--- src/rtl/ccg_bist_ctrl.sv ---
// LFSR pattern generator and MISR response checker for a 25-in / 22-out benchmark netlist.
// Optional macro CCG_BIST_RESP_REG_EN registers dut_f before the MISR and adds a FLUSH state.
module ccg_bist_ctrl #(
  parameter logic [24:0] SEED     = 25'h0000001,
  parameter int unsigned PATTERNS = 1024
) (
  input  logic        clk,
  input  logic        rst_n,
  input  logic        start,
  input  logic        abort,
  input  logic [21:0] golden_sig,
  output logic [24:0] dut_x,
  input  logic [21:0] dut_f,
  output logic        busy,
  output logic        done,
  output logic        pass,
  output logic [21:0] signature,
  output logic [15:0] pat_cnt
);

  localparam logic [1:0]  ST_IDLE = 2'd0;
  localparam logic [1:0]  ST_RUN  = 2'd1;
  localparam logic [1:0]  ST_DONE = 2'd3;
`ifdef CCG_BIST_RESP_REG_EN
  localparam logic [1:0]  ST_FLUSH = 2'd2;
`endif

  localparam logic [24:0] LP_SEED = (SEED == 25'd0) ? 25'h0000001 : SEED;
  localparam logic [15:0] LP_LAST = 16'(PATTERNS - 1);

  logic [1:0]  r_state;
  logic [24:0] r_x;
  logic [21:0] r_sig;
  logic [15:0] r_cnt;
  logic        r_pass;
  logic [24:0] w_lfsr_next;
  logic [21:0] w_misr_in;
  logic [21:0] w_sig_next;
  logic        w_last;

`ifdef CCG_BIST_RESP_REG_EN
  logic [21:0] r_resp;
  logic        r_cap;

  always_ff @(posedge clk or negedge rst_n) begin
    if (!rst_n) r_resp <= '0;
    else        r_resp <= dut_f;
  end

  assign w_misr_in = r_resp;
`else
  assign w_misr_in = dut_f;
`endif

  assign w_lfsr_next = {r_x[23:0], r_x[24] ^ r_x[21]};
  assign w_sig_next  = {r_sig[20:0], r_sig[21] ^ r_sig[20]} ^ w_misr_in;
  assign w_last      = (r_cnt == LP_LAST);

  always_ff @(posedge clk or negedge rst_n) begin
    if (!rst_n) begin
      r_state <= ST_IDLE;
      r_x     <= '0;
      r_sig   <= '0;
      r_cnt   <= '0;
      r_pass  <= 1'b0;
`ifdef CCG_BIST_RESP_REG_EN
      r_cap   <= 1'b0;
`endif
    end else begin
      case (r_state)
        ST_IDLE, ST_DONE: begin
          if (start) begin
            r_state <= ST_RUN;
            r_x     <= LP_SEED;
            r_sig   <= '0;
            r_cnt   <= '0;
            r_pass  <= 1'b0;
`ifdef CCG_BIST_RESP_REG_EN
            r_cap   <= 1'b0;
`endif
          end
        end
        ST_RUN: begin
          if (abort) begin
            r_state <= ST_IDLE;
            r_x     <= '0;
          end else begin
            r_cnt <= r_cnt + 16'd1;
`ifdef CCG_BIST_RESP_REG_EN
            // First RUN cycle has no registered response yet; FLUSH picks up the last one.
            r_cap <= 1'b1;
            if (r_cap) r_sig <= w_sig_next;
`else
            r_sig <= w_sig_next;
`endif
            if (w_last) begin
              r_x <= '0;
`ifdef CCG_BIST_RESP_REG_EN
              r_state <= ST_FLUSH;
`else
              r_state <= ST_DONE;
              r_pass  <= (w_sig_next == golden_sig);
`endif
            end else begin
              r_x <= w_lfsr_next;
            end
          end
        end
`ifdef CCG_BIST_RESP_REG_EN
        ST_FLUSH: begin
          if (abort) begin
            r_state <= ST_IDLE;
            r_x     <= '0;
          end else begin
            r_state <= ST_DONE;
            r_sig   <= w_sig_next;
            r_pass  <= (w_sig_next == golden_sig);
          end
        end
`endif
        default: r_state <= ST_IDLE;
      endcase
    end
  end

  assign dut_x     = r_x;
  assign signature = r_sig;
  assign pat_cnt   = r_cnt;
  assign pass      = r_pass;
  assign done      = (r_state == ST_DONE);
`ifdef CCG_BIST_RESP_REG_EN
  assign busy      = (r_state == ST_RUN) || (r_state == ST_FLUSH);
`else
  assign busy      = (r_state == ST_RUN);
`endif

endmodule

--- config.mk ---
export PLATFORM = sky130hd
export DESIGN_NAME = ccg_bist_ctrl
export DESIGN_NICKNAME = d
export VERILOG_FILES = /design/src/rtl/ccg_bist_ctrl.sv
export SDC_FILE = /design/constraint.sdc
export NUM_CORES = 1
export LEC_CHECK = 0
export BUFFER_PORTS_ARGS = -buffer_cell sky130_fd_sc_hd__buf_4
export CAP_MARGIN = 10
export CORE_ASPECT_RATIO = 2
export CORE_MARGIN = 4
export CORE_UTILIZATION = 46
export DETAILED_ROUTE_END_ITERATION = 10
export PLACE_DENSITY_LB_ADDON = 0.3
export SLEW_MARGIN = 20
export SYNTH_ARGS = -nofsm -noshare
export SYNTH_HDL_FRONTEND = slang
export SYNTH_SLANG_ARGS = --single-unit
--- constraint.sdc ---
create_clock -name clk -period 2.2 [get_ports clk]
set_clock_uncertainty 0.1 [all_clocks]
set_input_delay 0.11 -clock clk [delete_from_list [all_inputs] [get_ports clk]]
set_output_delay 0.11 -clock clk [all_outputs]
set_load 0.02 [all_outputs]
* Yosys cells after proc, flatten, opt, wreduce, memory -nomap -nowiden
Index checks and enable logic that the tools add are counted.
** Storage, ports and cells
- Bits in writable memories :: 0
- Input port bits :: 48
- Memories kept :: 0
- Memory bits (read-only) :: 0
- Flip-flop bits (word level) :: 66
- Bits in latches :: 0
- Output and inout bits :: 66
** Cells by class
- Shift operators :: 0
- Order comparisons :: 0
- Equality and inequality tests :: 8
- $mul :: 0
- Reduce and logical (&&, ||, !) cells :: 7
- Add/sub/neg operators :: 1
- Muxes and demuxes :: 18
- Bitwise logic cells :: 3
- Divide/modulo/power cells :: 0
** Operator list (count)
- $mux W25 :: 3
- $pmux W25 S2 :: 1
- $mux W22 :: 2
- $pmux W22 S2 :: 1
- $mux W16 :: 2
- $pmux W16 S2 :: 1
- $eq A22 B22 Y1 :: 1
- $xor A22 B22 Y22 :: 1
- $add A16 B1 Y16 const B :: 1
- $eq A16 B10 Y1 const B :: 1
- $mux W2 :: 3
- $ne A2 B2 Y1 const B :: 2
- $pmux W2 S2 :: 1
- $reduce_and A2 Y1 :: 2
- $reduce_and A4 Y1 :: 1
- $mux W1 :: 3
- $ne A3 B2 Y1 const B :: 1
- $reduce_and A3 Y1 :: 1
- $eq A2 B1 Y1 const B :: 1
- $eq A2 B2 Y1 const B :: 1
- $logic_not A2 Y1 :: 1
- $ne A2 B1 Y1 const B :: 1
- $pmux W1 S2 :: 1
- $reduce_bool A2 Y1 :: 1
- 2 further kinds :: 3

* Logic depth before layout (Yosys ltp)
Gate-level depths: netlist (run 1).
- Word-level depth :: 6
- Gate-level depth with buffers :: 8
- Mapped depth without buffers :: 6

* Worst setup path before layout (run 1)
No wires, ideal clock.
- Path type :: flip-flop to flip-flop
- Start :: reg r_state[1]
- End :: reg r_cnt[15], in the netlist pat_cnt[15]
- Data required time :: 2022 ps
- Setup slack :: 64 ps
- Period minus slack after synthesis :: 2136 ps
- Cell stages (with the launch flop) :: 8
- Buffers on the path :: 1
- Arrival :: 1958 ps
- Path through :: dfrtp_1 -> inv_1 -> ha_1 -> and2b_1 -> buf_6 -> o2111ai_2 -> or4_1 -> a21oi_1
** Between the ends
- Elaborated cells between the ends (all ways) :: 9
- Those cells by class :: 4 x eq/ne; 1 x mux; 4 x reduce/logical
** RTL lines
- from (decl) :: RTL line 31 : logic [1:0] r_state;
- from (signal assigned) :: RTL line 61 : r_state <= ST_IDLE;
- from (signal assigned) :: RTL line 73 : r_state <= ST_RUN;
- from (signal assigned) :: RTL line 85 : r_state <= ST_IDLE;
- $eq A2 B1 Y1 (*)
- via busy :: RTL line 14 : output logic busy,
- $ne A2 B2 Y1 (no line) or $reduce_bool A2 Y1 (tied branches)
- $reduce_and A3 Y1 (no line)
- to (signal assigned) :: RTL line 88 : r_cnt <= r_cnt + 16'd1;
- to (decl) :: RTL line 34 : logic [15:0] r_cnt;
The timed path passes the listed nets; every way through them passes the cells marked *.
A chain may end at the register's enable or synchronous reset.

* Final worst setup path (run 1)
- Start :: in dut_f[18]
- End :: reg r_pass, in the netlist pass
** Between the ends
- Word-level cells in the longest chain between the ends :: 5
** Ends and longest elaborated chain
- from (decl) :: RTL line 13 : input logic [21:0] dut_f,
- $xor A22 B22 Y22 :: RTL line 56 : assign w_sig_next = {r_sig[20:0], r_sig[21] ^ r_sig[20]} ^ w_misr_in;
- $eq A22 B22 Y1 :: RTL line 102 : r_pass <= (w_sig_next == golden_sig);
- $mux W1 :: RTL line 96 : if (w_last) begin
- $mux W1 :: RTL line 84 : if (abort) begin
- $pmux W1 S2 :: RTL line 70 : case (r_state)
- to (signal assigned) :: RTL line 102
- to (decl) :: RTL line 35 : logic r_pass;
No other way between the ends. The select of a mux whose other input is x is not followed.

==> flow_metrics.py, run 1 <==
metrics = {
    "sta": {
        "tns_ns": 0,
        "post-route-period-util_pct": 98.06,
        "slew_violations": 0,
        "setup_violations": 0,
        "setup_ws_ns": 0.04279,
        "period_minus_slack_ns": 2.157,
        "fmax_ghz": 0.4636,
        "relSlewSlack_pct": 44.08,
        "finalHoldViolCount": 0,
        "worstMarginPinSlew_ns": 0.8387,
    },
    "synthesis": {
        "synthCells": 299,
        "yosys.area.top_type": "dfrtp_1",
        "syn_area_mm2": 0.003551,
        "synth-main-ff-cell": "dfrtp_1",
        "syn_nets": 351,
        "yosysSeqAreaShare_pct": 46.51,
        "yosysTopAreaCellShare_pct": 46.51,
        "synth_edf_count": 0,
        "ys_ff_latch": 66,
        "yosysMostFrequentCell": "dfrtp_1",
        "yosysUniqueCellTypes": 44,
        "ys_warn_count": 0,
        "async_reset_ff_share_pct": 100.0,
        "synth_area_leaders": "dfrtp_1 (47%), xnor3_1 (12%), xnor2_1 (6.4%)",
        "synth.avg_cell_area_um2": 11.88,
        "synth_commonest_cells": "dfrtp_1 (66), nand2_1 (34), xnor2_1 (26)",
    },
    "floorplan": {
        "die_y_um": 132.3,
        "io_pins": 114,
        "core_mm2": 0.007545,
        "initial_core_util_pct": 47.06,
        "placementRows": 45,
        "die_w_um": 70.13,
        "die-area_mm2": 0.009274,
    },
    "worst_setup_path": {
        "start_kind": "primary input",
        "max_stage_delay_ns": 0.57,
        "worst-path-stages": 6,
        "worstPathRequired_ns": 2.32,
        "criticalPathCategory": "primary input to flip-flop",
        "worstPathCellList": "dlygate4sd3_1 > buf_4 > xnor3_1 > nand4_1 > or4_1 > o41ai_2",
        "end_kind": "flip-flop",
        "r2r_slack_ns": 0.06,
        "worstPathMaxFanout": 2,
        "cpLargestDelayFamily": "simple AND/OR/NAND/NOR gates",
        "arrival_ns": 2.28,
        "critPathBufInv": 2,
        "slowest_stage": "or4_1",
        "worst_r2r_path_depth": 7,
    },
    "power_and_ir_drop": {
        "power.leakage_nw": 2.363,
        "p_total_w": 0.004929,
        "p_per_area_mw_per_mm2": 974.2,
        "ir_drop_v": 0.0006272,
    },
    "routing": {
        "detail_route.drc_violations": 0,
        "drtAntennaViolNets": 0,
        "drt_iter0_drc": 209,
        "dr_total_vias": 2940,
        "wl_per_cell_um": 17.57,
        "wl_um": 9468,
        "dr.pass1.iters": 4,
        "via_per_inst": 5.455,
    },
    "placed_design": {
        "dp_slack_ns": 0.01956,
        "hpwl_um": 7015,
        "gp_congestion": 0.7839,
        "io_buffers": 113,
    },
    "clocking": {
        "clk_latency_ns": 0.33,
        "cts_tree": "built",
        "cts.path.max_buffers": 2,
        "cts_sinks": 66,
        "cts_buffers": 9,
        "clockRootBuffer": "clkbuf_16",
        "clk_pin_slew_worst_paths_ns": 0.05,
        "htree_levels": 3,
    },
    "global_routing": {
        "grt_pass1_wl_um": 15070,
        "grt_max_degree": 67,
        "grt.total_usage_pct": 20.76,
        "antenna_found_initial": 0,
        "grt-ovfl-total": 0,
        "first_global_vias": 3028,
    },
    "run": {
        "maxCapViolCount": 0,
    },
    "final_layout": {
        "syn_to_final_growth_pct": 42.49,
        "antenna_cells": 0,
        "fin_util_pct": 67.06,
        "drive_above_1_share_pct": 36.63,
        "fillers": 619,
        "nets": 492,
    },
    "outcome": {
        "status": "finished, final reports clean",
    },
    "worst_hold_path": {
        "min_path_type": "primary input to flip-flop",
        "min_path_cells": 3,
    },
}
==> final timing paths <==
path / start / endpoint
worst max-delay path: dut_f[18] / pass$_DFFE_PN0P_
worst min-delay path: dut_f[7] / signature[7]$_DFFE_PN0P_
worst max register to register: r_state[1]$_DFFE_PN0P_ / pat_cnt[15]$_DFFE_PN0P_
worst min register to register: dut_x[7]$_DFFE_PN0P_ / dut_x[8]$_DFFE_PN0P_
max in group asynchronous: rst_n / r_state[1]$_DFFE_PN0P_
min in group asynchronous: rst_n / dut_x[9]$_DFFE_PN0P_
==> metrics by stage <==
step,std cells,area (um2),hold slack (ns)
finish,539,5060,0.01377
floorplan,299,3551,-0.2856
global route,539,5060,0.01399
global placement,503,4524,0.1587
CTS,538,4994,0.002754
detailed placement,503,4524,0.1642
==> layer usage <==
metal	share of wire, %	GRT usage [%]	vias to the layer above
met1	36	21.78	1436
met3	4.7	4.885	19
met5	0	0	-
li1	-	-	1390
met2	56	37.25	95
met4	3.4	11.41	0
==> report_power, final <==
group	total (W)	leakage (nW)	switching [W]	internal, W
clock	0.00131	0.125	0.000516	0.000791
combinational	0.00200	1.34	0.00105	0.000948
sequential	0.00162	0.897	0.000231	0.00139
==> logic make-up (layout without fill, tap and decap cells) <==
logic type      after synthesis  after routing  share of synthesized area, %
compound gates               84             84                         17.20
xor+xnor                     50             50                         19.70
fa+ha+maj                     4              4                         1.409
buf+inv                      17            163                         2.537
flops                        66             66                         46.51
mux                           2              2                        0.5990
simple gates                 76             76                         12.05
==> state kept, by name, summed over array words and instances (netlist names) <==
name	cells
r_state	2
pat_cnt	16
signature	22
pass	1
dut_x	25
==> layout by cell type, fill, tap and decap left out, types with 2 or more instances in the layout <==
cell type	n
or4_1	11
and4_1	2
buf_4	125
o41ai_2	2
ha_1	2
dfrtp_1	65
a22o_1	20
nor2_1	5
a22o_2	4
nand2_1	34
inv_1	3
a21oi_1	12
o2111ai_1	3
o21ai_0	24
xor2_1	5
xnor2_1	26
and2_1	2
clkbuf_16	9
ha_4	2
clkinvlp_4	3
o31ai_1	10
nand4_1	7
clkbuf_1	2
dlygate4sd3_1	19
nand3_1	3
xnor3_1	18
==> timing repair <==
action,in CTS,in global routing
gates resized for setup,2,12
buffers inserted,0,1
endpoints found under the hold margin,84,0
hold buffers,19,0
endpoints found under the setup margin,1,34
==> worst min-delay path, stage by stage <==
cell and delay [ns]:
buf_4 0.09, xnor2_1 0.11, o21ai_0 0.08
==> final cells by class <==
type / instances / area [um2] / area share, %
Clock buffer: 12 / 246.5 / 4.871
Sequential cell: 66 / 1653 / 32.67
Multi-Input combinational cell: 216 / 1876 / 37.07
Clock inverter: 4 / 27.53 / 0.5440
Inverter: 3 / 11.26 / 0.2226
Tap cell: 94 / 117.6 / 2.324
Timing Repair Buffer: 144 / 1129 / 22.30
Note: power is estimated with default switching activity, not from simulation.
==> run 2: changes to the inputs <==
Settings changed: ABC_CLOCK_PERIOD_IN_PS set to 2200, CORE_MARGIN 4 to 5, PLACE_DENSITY set to 0.8, PLACE_DENSITY_LB_ADDON 0.3 to unset.
==> flow_metrics.py, run 2 (same netlist as run 1, synthesis figures left out) <==
metrics = {
    "global_routing": {
        "grt-ovfl-total": 0,
        "first_global_vias": 3106,
        "antenna_found_initial": 0,
        "grt.total_usage_pct": 20.65,
        "grt_max_degree": 67,
        "grt_pass1_wl_um": 15490,
    },
    "power_and_ir_drop": {
        "switching_power_w": 0.001763,
        "p_clk_share_pct": 29.7,
        "p_per_area_mw_per_mm2": 1004,
        "power.leakage_nw": 2.394,
        "ir_drop_v": 0.0005554,
        "switching_share_pct": 34.68,
        "seqPwrFrac_pct": 32.1,
        "combPwrFrac_pct": 38.1,
        "intPower_w": 0.003320,
    },
    "sta": {
        "post-route-period-util_pct": 95.83,
        "setup_ws_ns": 0.09167,
        "slew_violations": 0,
        "fmax_ghz": 0.4743,
        "worstMarginPinSlew_ns": 0.8350,
        "setup_violations": 0,
        "relSlewSlack_pct": 44.33,
        "finalHoldViolCount": 0,
        "rsz0062_at_grt": "yes",
        "hold_slack_ns": 0.006540,
        "period_minus_slack_ns": 2.108,
    },
    "final_layout": {
        "antenna_cells": 0,
        "drive_above_1_share_pct": 36.04,
        "final_cell_mix": "buf_4 (124), dfrtp_1 (66), nand2_1 (34)",
        "fin_area_mm2": 0.005064,
        "fin_util_pct": 67.11,
        "final_common_cell": "buf_4",
        "largest_reg_flops": 25,
        "syn_to_final_growth_pct": 42.60,
        "fillers": 590,
        "nets": 491,
    },
    "clocking": {
        "cts_tree": "built",
        "cts_sinks": 66,
        "clockRootBuffer": "clkbuf_16",
        "clk_latency_ns": 0.33,
        "cts.path.max_buffers": 2,
        "clk_pin_slew_worst_paths_ns": 0.05,
        "htree_levels": 3,
        "cts_buffers": 9,
    },
    "routing": {
        "dr_total_vias": 2966,
        "dr.pass1.iters": 4,
        "drt_iter0_drc": 228,
        "via_per_inst": 5.513,
        "wl_um": 9614,
        "wl_per_cell_um": 17.87,
        "detail_route.drc_violations": 0,
        "drtAntennaViolNets": 0,
    },
    "worst_setup_path": {
        "crit_path_end": "pass$_DFFE_PN0P_",
        "criticalPathCategory": "primary input to flip-flop",
        "cp-startpoint": "dut_f[3]",
        "worstReg2RegStart": "signature[20]$_DFFE_PN0P_",
        "start_kind": "primary input",
        "end_kind": "flip-flop",
        "worst_r2r_path_depth": 4,
        "r2r_slack_ns": 0.10,
        "arrival_ns": 2.23,
        "worstPathMaxFanout": 2,
        "worstPathRequired_ns": 2.32,
        "rr_endpoint": "pass$_DFFE_PN0P_",
    },
    "placed_design": {
        "placed_cell_area_mm2": 0.004517,
        "gp_congestion": 0.8593,
        "dp_slack_ns": -0.03271,
        "hpwl_um": 7012,
        "io_buffers": 113,
    },
    "run": {
        "maxCapViolCount": 0,
    },
    "floorplan": {
        "die_y_um": 134.3,
        "die_w_um": 72.13,
        "io_pins": 114,
        "initial_core_util_pct": 47.06,
        "die-area_mm2": 0.009683,
        "placementRows": 45,
        "core_mm2": 0.007545,
    },
    "worst_hold_path": {
        "min_path_type": "primary input to flip-flop",
    },
    "outcome": {
        "status": "finished, final reports clean",
    },
}
run 2: routing by layer:
metal,GRT usage (%),share of wire (%),up-vias,wire [um]
met1,21.52,35,1463,3358
li1,-,-,1392,-
met4,10.04,3.0,0,284
met5,0,0,-,0
met3,4.951,4.8,22,466
met2,37.41,57,89,5505
run 2: final cells by class:
| type | count | area, um2 | share of cell area [%] |
|---|---|---|---|
| clock buffers | 10 | 239.0 | 4.720 |
| flip-flops and latches | 66 | 1652 | 32.62 |
| well taps | 94 | 117.6 | 2.323 |
| inverters | 3 | 11.26 | 0.2224 |
| multi-input cells | 217 | 1853 | 36.60 |
| repair buffers | 142 | 1111 | 21.94 |
| clock inverters | 6 | 80.08 | 1.581 |
run 2: critical path, stage by stage:
cell and delay (ns):
dlygate4sd3_1 0.54, buf_4 0.14, xnor3_1 0.42, nand4_1 0.11
or4_1 0.55, o41ai_2 0.34
run 2: repair_timing:
item	CTS	global route
pin swaps	0	3
setup buffers	0	1
gates cloned	0	1
resized for setup	2	6
hold buffers	18	0
endpoints found under the setup margin	1	42
hold endpoints to repair	83	0
run 2: stage by stage:
stage	cells	total power [W]	TNS, ns
5_1_grt	538	0.005340	-0.01520
6_report	538	0.005083	0
2_1_floorplan	299	0.002821	0
3_3_place_gp	502	0.003472	0
3_5_place_dp	502	0.003524	-0.03271
4_1_cts	536	0.005088	0
run 2: power groups by stage:
stage               clock, W  sequential (W)  combinational [W]
finish               0.00151         0.00163            0.00194
global route         0.00159         0.00166            0.00209
floorplan                  0         0.00180            0.00102
global placement           0         0.00164            0.00183
detailed placement         0         0.00165            0.00188
CTS                  0.00154         0.00163            0.00192
run 2: worst min-delay path by stage:
stage                        start                        to  slack (ns)  cells past startpoint
after floorplan              rst_n      dut_x[0]$_DFFE_PN0P_       -0.29                      0
after global placement       rst_n    pat_cnt[4]$_DFFE_PN0P_        0.15                      1
after detailed placement     rst_n    pat_cnt[5]$_DFFE_PN0P_        0.16                      1
after CTS                 dut_f[8]  signature[8]$_DFFE_PN0P_      0.0006                      3
after global routing      dut_f[7]  signature[7]$_DFFE_PN0P_        0.02                      3
final                     dut_f[7]  signature[7]$_DFFE_PN0P_       0.007                      3
